### src/rtl/hazard_pkg.sv
// Shared types and encodings for the pipeline hazard scheduler.
package hazard_pkg;

  typedef enum logic [1:0] {
    RUN    = 2'd0,
    DRAIN  = 2'd1,
    HALTED = 2'd2,
    STEP   = 2'd3
  } state_e;

  localparam logic [1:0] FWD_RF  = 2'b00;
  localparam logic [1:0] FWD_WB  = 2'b01;
  localparam logic [1:0] FWD_MEM = 2'b10;

endpackage

### src/rtl/forward_unit.sv
// Execute-stage operand forwarding select for one ALU source operand.
module forward_unit
  import hazard_pkg::*;
(
  input  logic [4:0] rs_e,
  input  logic [4:0] rd_m,
  input  logic [4:0] rd_w,
  input  logic       regwrite_m,
  input  logic       regwrite_w,
  output logic [1:0] fwd
);

  // Memory stage holds the younger result, so it wins over writeback.
  always_comb begin
    fwd = FWD_RF;
    if (regwrite_m && (rd_m != 5'd0) && (rd_m == rs_e)) begin
      fwd = FWD_MEM;
    end else if (regwrite_w && (rd_w != 5'd0) && (rd_w == rs_e)) begin
      fwd = FWD_WB;
    end
  end

endmodule

### src/rtl/hazard_scheduler.sv
// Pipeline stall/flush/forward control with a debug halt/single-step FSM
// and saturating stall/flush event counters.
module hazard_scheduler
  import hazard_pkg::*;
#(
  parameter int unsigned CNT_W     = 16,
  parameter int unsigned DRAIN_CYC = 3
) (
  input  logic             clk,
  input  logic             rst,
  input  logic [4:0]       rs1_d,
  input  logic [4:0]       rs2_d,
  input  logic [4:0]       rs1_e,
  input  logic [4:0]       rs2_e,
  input  logic [4:0]       rd_e,
  input  logic             resultsrc_e,
  input  logic             pcsrc_e,
  input  logic [4:0]       rd_m,
  input  logic [4:0]       rd_w,
  input  logic             regwrite_m,
  input  logic             regwrite_w,
  input  logic             halt_req,
  input  logic             step_req,
  input  logic             clr_cnt,
  output logic             stall_f,
  output logic             stall_d,
  output logic             flush_d,
  output logic             flush_e,
  output logic [1:0]       forward_a_e,
  output logic [1:0]       forward_b_e,
  output logic             halted,
  output logic [CNT_W-1:0] stall_cnt,
  output logic [CNT_W-1:0] flush_cnt
);

  localparam int unsigned DW = (DRAIN_CYC > 1) ? $clog2(DRAIN_CYC) : 1;

  state_e           state_q;
  logic [DW-1:0]    drain_q;
  logic             halted_q;
  logic [CNT_W-1:0] stall_cnt_q;
  logic [CNT_W-1:0] flush_cnt_q;
  logic             lu;
  logic             issuing;
  logic             stall_evt;

  forward_unit u_fwd_a (
    .rs_e       (rs1_e),
    .rd_m       (rd_m),
    .rd_w       (rd_w),
    .regwrite_m (regwrite_m),
    .regwrite_w (regwrite_w),
    .fwd        (forward_a_e)
  );

  forward_unit u_fwd_b (
    .rs_e       (rs2_e),
    .rd_m       (rd_m),
    .rd_w       (rd_w),
    .regwrite_m (regwrite_m),
    .regwrite_w (regwrite_w),
    .fwd        (forward_b_e)
  );

  assign lu        = resultsrc_e && (rd_e != 5'd0) && ((rd_e == rs1_d) || (rd_e == rs2_d));
  assign issuing   = (state_q == RUN) || (state_q == STEP);
  assign stall_evt = issuing && lu && !pcsrc_e;

  // A taken branch always lets the PC capture its target, even while draining.
  always_comb begin
    stall_f = 1'b0;
    stall_d = 1'b0;
    flush_d = 1'b0;
    flush_e = 1'b0;
    if (pcsrc_e) begin
      flush_d = 1'b1;
      flush_e = 1'b1;
    end else if (!issuing || lu) begin
      stall_f = 1'b1;
      stall_d = 1'b1;
      flush_e = 1'b1;
    end
  end

  always_ff @(posedge clk or negedge rst) begin
    if (!rst) begin
      state_q  <= RUN;
      drain_q  <= '0;
      halted_q <= 1'b0;
    end else begin
      unique case (state_q)
        RUN: begin
          if (halt_req) begin
            state_q <= DRAIN;
            drain_q <= '0;
          end
        end
        DRAIN: begin
          if (drain_q == DW'(DRAIN_CYC - 1)) begin
            state_q  <= HALTED;
            halted_q <= 1'b1;
          end else begin
            drain_q <= drain_q + DW'(1);
          end
        end
        HALTED: begin
          if (!halt_req) begin
            state_q  <= RUN;
            halted_q <= 1'b0;
          end else if (step_req) begin
            state_q  <= STEP;
            halted_q <= 1'b0;
          end
        end
        STEP: begin
          state_q <= DRAIN;
          drain_q <= '0;
        end
        default: begin
          state_q  <= RUN;
          halted_q <= 1'b0;
        end
      endcase
    end
  end

  always_ff @(posedge clk or negedge rst) begin
    if (!rst) begin
      stall_cnt_q <= '0;
      flush_cnt_q <= '0;
    end else if (clr_cnt) begin
      stall_cnt_q <= '0;
      flush_cnt_q <= '0;
    end else begin
      if (stall_evt && (stall_cnt_q != '1)) stall_cnt_q <= stall_cnt_q + CNT_W'(1);
      if (pcsrc_e && (flush_cnt_q != '1)) flush_cnt_q <= flush_cnt_q + CNT_W'(1);
    end
  end

  assign halted    = halted_q;
  assign stall_cnt = stall_cnt_q;
  assign flush_cnt = flush_cnt_q;

endmodule
### config.mk
export PLATFORM = sky130hd
export DESIGN_NAME = hazard_scheduler
export DESIGN_NICKNAME = d
export VERILOG_FILES = /design/src/rtl/hazard_pkg.sv /design/src/rtl/forward_unit.sv /design/src/rtl/hazard_scheduler.sv
export SDC_FILE = /design/constraint.sdc
export NUM_CORES = 1
export LEC_CHECK = 0
export CORE_MARGIN = 2
export CORE_UTILIZATION = 35
export DETAILED_ROUTE_END_ITERATION = 8
export PLACE_DENSITY = 0.72
export REMOVE_ABC_BUFFERS = 1
export SYNTH_ARGS = -nofsm -noshare
export SYNTH_HDL_FRONTEND = slang
export SYNTH_HIERARCHICAL = 1
export SYNTH_SLANG_ARGS = --single-unit
### constraint.sdc
create_clock -name clk -period 2.3 [get_ports clk]
set_clock_uncertainty 0.15 [all_clocks]
set_input_delay 0.46 -clock clk [delete_from_list [all_inputs] [get_ports clk]]
set_output_delay 0.46 -clock clk [all_outputs]
set_load 0.01 [all_outputs]
==> out/metrics.yaml <==
status: "finished, violations left"
failed_checks: "negative setup slack"
synth_area_sq_um: 2470
ys.flop_type: "dfrtp_1"
cpPeakStageDelay_ns: 0.53
dpl.hpwl_mm: 5.04
coreArea_sq_um: 6830
drcViolationCount: 0
postCtsHoldBufs: 0
numCtsBuffers: 5
worst_slack_ns: -0.0132
clockBufferDepth: 2
grt_usage: 0.173
detail_route.wl_per_cell_microns: 14.0
required_ns: 1.69
synth.top_cell.area_share: 0.374
p_sw_mw: 0.649
synth.most_common_cell: "nor2_1"
cts_tree: "done"
grt_remaining_overflow: 0
worst_pin_slew_ns: 0.468
synthTopCellsByArea: "dfrtp_1 (37%), xnor2_1 (10%), xor2_1 (7.8%)"
ys_seq_area_frac: 0.374
holdWs_ns: 0.0398
comb_power_share: 0.387
diodes: 0
setup_violations: 2
htreeDepth: 2
irDropWorstVdd_v: 0.000339
grt_pass1_vias: 2335
finalInstanceArea_sq_um: 3690
fin_nets: 430
die-area_sq_um: 7760
syn2layout_area_growth_pct: 49.2
antenna_left: 0
hp-class: "in2async"
intPower_mw: 1.35
synth_edf_count: 0
crit_path_end_kind: "output pin"
r2r_setup_slack_ns: 0.13
synth.distinct_cells: 46
layout-drive-gt1-share: 0.236
p_leak_nw: 1.69
slew_violations: 0
portBuffers: 84
grt_max_degree: 38
seq_power_share: 0.363
slowest_stage: "or4_4"
die_h_microns: 88.1
vias: 2359
critical_path_buf_inv_count: 3
p_per_area_nw_per_um2: 540
arrival_ns: 1.70
vias_per_cell: 4.95
fin_setup_tns_ns: -0.0231
min_period_ns: 2.31
dr.pass1.iters: 4
max-slew-margin-rel: 0.688
final_util: 0.541
place.gp.congestion: 0.846
yosysTopAreaCell: "dfrtp_1"
fmax_mhz: 432
cts_root_buf: "clkbuf_8"
start_kind: "primary input"
total_power_mw: 2.00
worstSetupPathType: "in2out"
async_reset_ff_frac: 1.00
crit_fanout: 3
synth-seq-cells: 37
cts_sinks: 37
netlist_instances: 267
hold_viol: 0
path_cells: "buf_8, or4_4, o211ai_1, buf_4, a21oi_4, buf_6"
ys_top_cells_by_count: "nor2_1 (39), dfrtp_1 (37), xnor2_1 (29)"
pin_count: 85
antenna_found_initial: 0
rsz0062_at_grt: "yes"
clk_pin_slew_worst_paths_ns: 0.07
synth_warnings: 6
crit_family: "simple AND/OR/NAND/NOR gates"
wirelength_mm: 6.67
die_x_microns: 88.1
start_util: 0.362
worstSkewPairLatency_ns: 0.29
clockPowerShare: 0.250
syn_area_per_cell_sq_um: 9.27
place_area_sq_um: 3580
switching_share: 0.325
drtIter0Drc: 42
grt_pass1_wl_mm: 10.5
period_share: 1.01
drv_cap: 0
rows: 30
layer usage:
layer	global-route usage	wire (microns)	vias to the layer above
li1	-	-	1152
met1	0.218	2880	1135
met2	0.298	3370	66
met3	0.0386	362	6
met4	0.0482	55	0
met5	0	0	-
final cells by class:
type                            instances  area [sq um]
Clock buffer                            7          96.3
Clock inverter                          1          5.00
Fill cell                             663          3140
Inverter                                8          30.0
Multi-Input combinational cell        213          1530
Sequential cell                        37           926
Tap cell                               96           120
Timing Repair Buffer                  115           982
power groups by stage:
stage / registers [mW] / clock network (mW) / logic (mW)
2_1_floorplan: 0.741 / 0 / 0.374
3_3_place_gp: 0.735 / 0 / 0.732
3_5_place_dp: 0.737 / 0 / 0.758
4_1_cts: 0.725 / 0.512 / 0.746
5_1_grt: 0.730 / 0.547 / 0.859
6_report: 0.725 / 0.500 / 0.772
worst register-to-register path, stage by stage (launching register included):
cell      delay [ns]
dfrtp_1         0.35
inv_1           0.06
ha_1            0.31
nor2_2          0.13
o211ai_2        0.12
a31oi_4         0.21
nand2_4         0.10
or4_1           0.53
a21oi_2         0.15
cell usage in the layout, fill, tap and decap left out, types with 2 or more instances in the layout:
| cell type | instances |
|---|---|
| inv_1 | 8 |
| xnor2_2 | 5 |
| nand3_2 | 2 |
| buf_6 | 4 |
| a211oi_2 | 2 |
| nor4_1 | 2 |
| xnor2_1 | 24 |
| nand3_1 | 17 |
| mux2i_1 | 2 |
| and4_1 | 5 |
| xor2_1 | 22 |
| nor2b_1 | 3 |
| clkbuf_8 | 7 |
| clkdlybuf4s50_1 | 42 |
| nor3_2 | 2 |
| nand2_1 | 20 |
| or4_1 | 2 |
| clkdlybuf4s15_1 | 3 |
| dlygate4sd2_1 | 15 |
| nand4_1 | 8 |
| nor3_1 | 5 |
| nor2_1 | 38 |
| dfrtp_1 | 37 |
| ha_1 | 6 |
| clkbuf_2 | 10 |
| o21ai_0 | 6 |
| and3_1 | 9 |
| o41ai_2 | 2 |
| buf_4 | 30 |
| dlymetal6s2s_1 | 2 |
| a22o_1 | 3 |
| buf_2 | 8 |
| a21oi_1 | 6 |
| nor2_2 | 2 |
kinds of logic after synthesis:
| kind of cell | count (synthesis) | share of synthesized area |
|---|---|---|
| xor gates and xnor gates | 51 | 0.180 |
| muxes | 4 | 0.0187 |
| and+or+nand+nor | 123 | 0.264 |
| adders and majority gates | 6 | 0.0303 |
| DFF | 37 | 0.374 |
| buffers and inverters | 17 | 0.0324 |
| AOI/OAI and AO/OA | 29 | 0.100 |
what timing repair did:
action / CTS / global route
resized for setup: 80 / 36
pin swaps: 24 / 27
buffers inserted: 4 / 0
endpoints found under the setup margin: 22 / 12
registers in the layout, indices dropped and copies added, names as in the netlist:
name / cells
stall_cnt: 16
state_q: 2
flush_cnt: 16
halted: 1
drain_q: 2
per-stage QoR:
stage / instances / setup WS, ns
after CTS: 477 / 0.00226
after global placement: 465 / -0.616
final: 477 / -0.0132
after detailed placement: 465 / -0.744
after global routing: 477 / -0.0570
after floorplan: 258 / -0.0112
final timing paths:
check / endpoint / start / cells past startpoint
setup / recovery: stall_f / rd_e[1] / 6
hold / removal: stall_cnt[7] / rst / 2
setup reg to reg: stall_cnt[9] / state_q[0] / 8
hold reg to reg: halted / halted / 2
max in group asynchronous: flush_cnt[13] / rst / 2
min in group clk: halted / halted / 2
(Power assumes the default switching activity.)
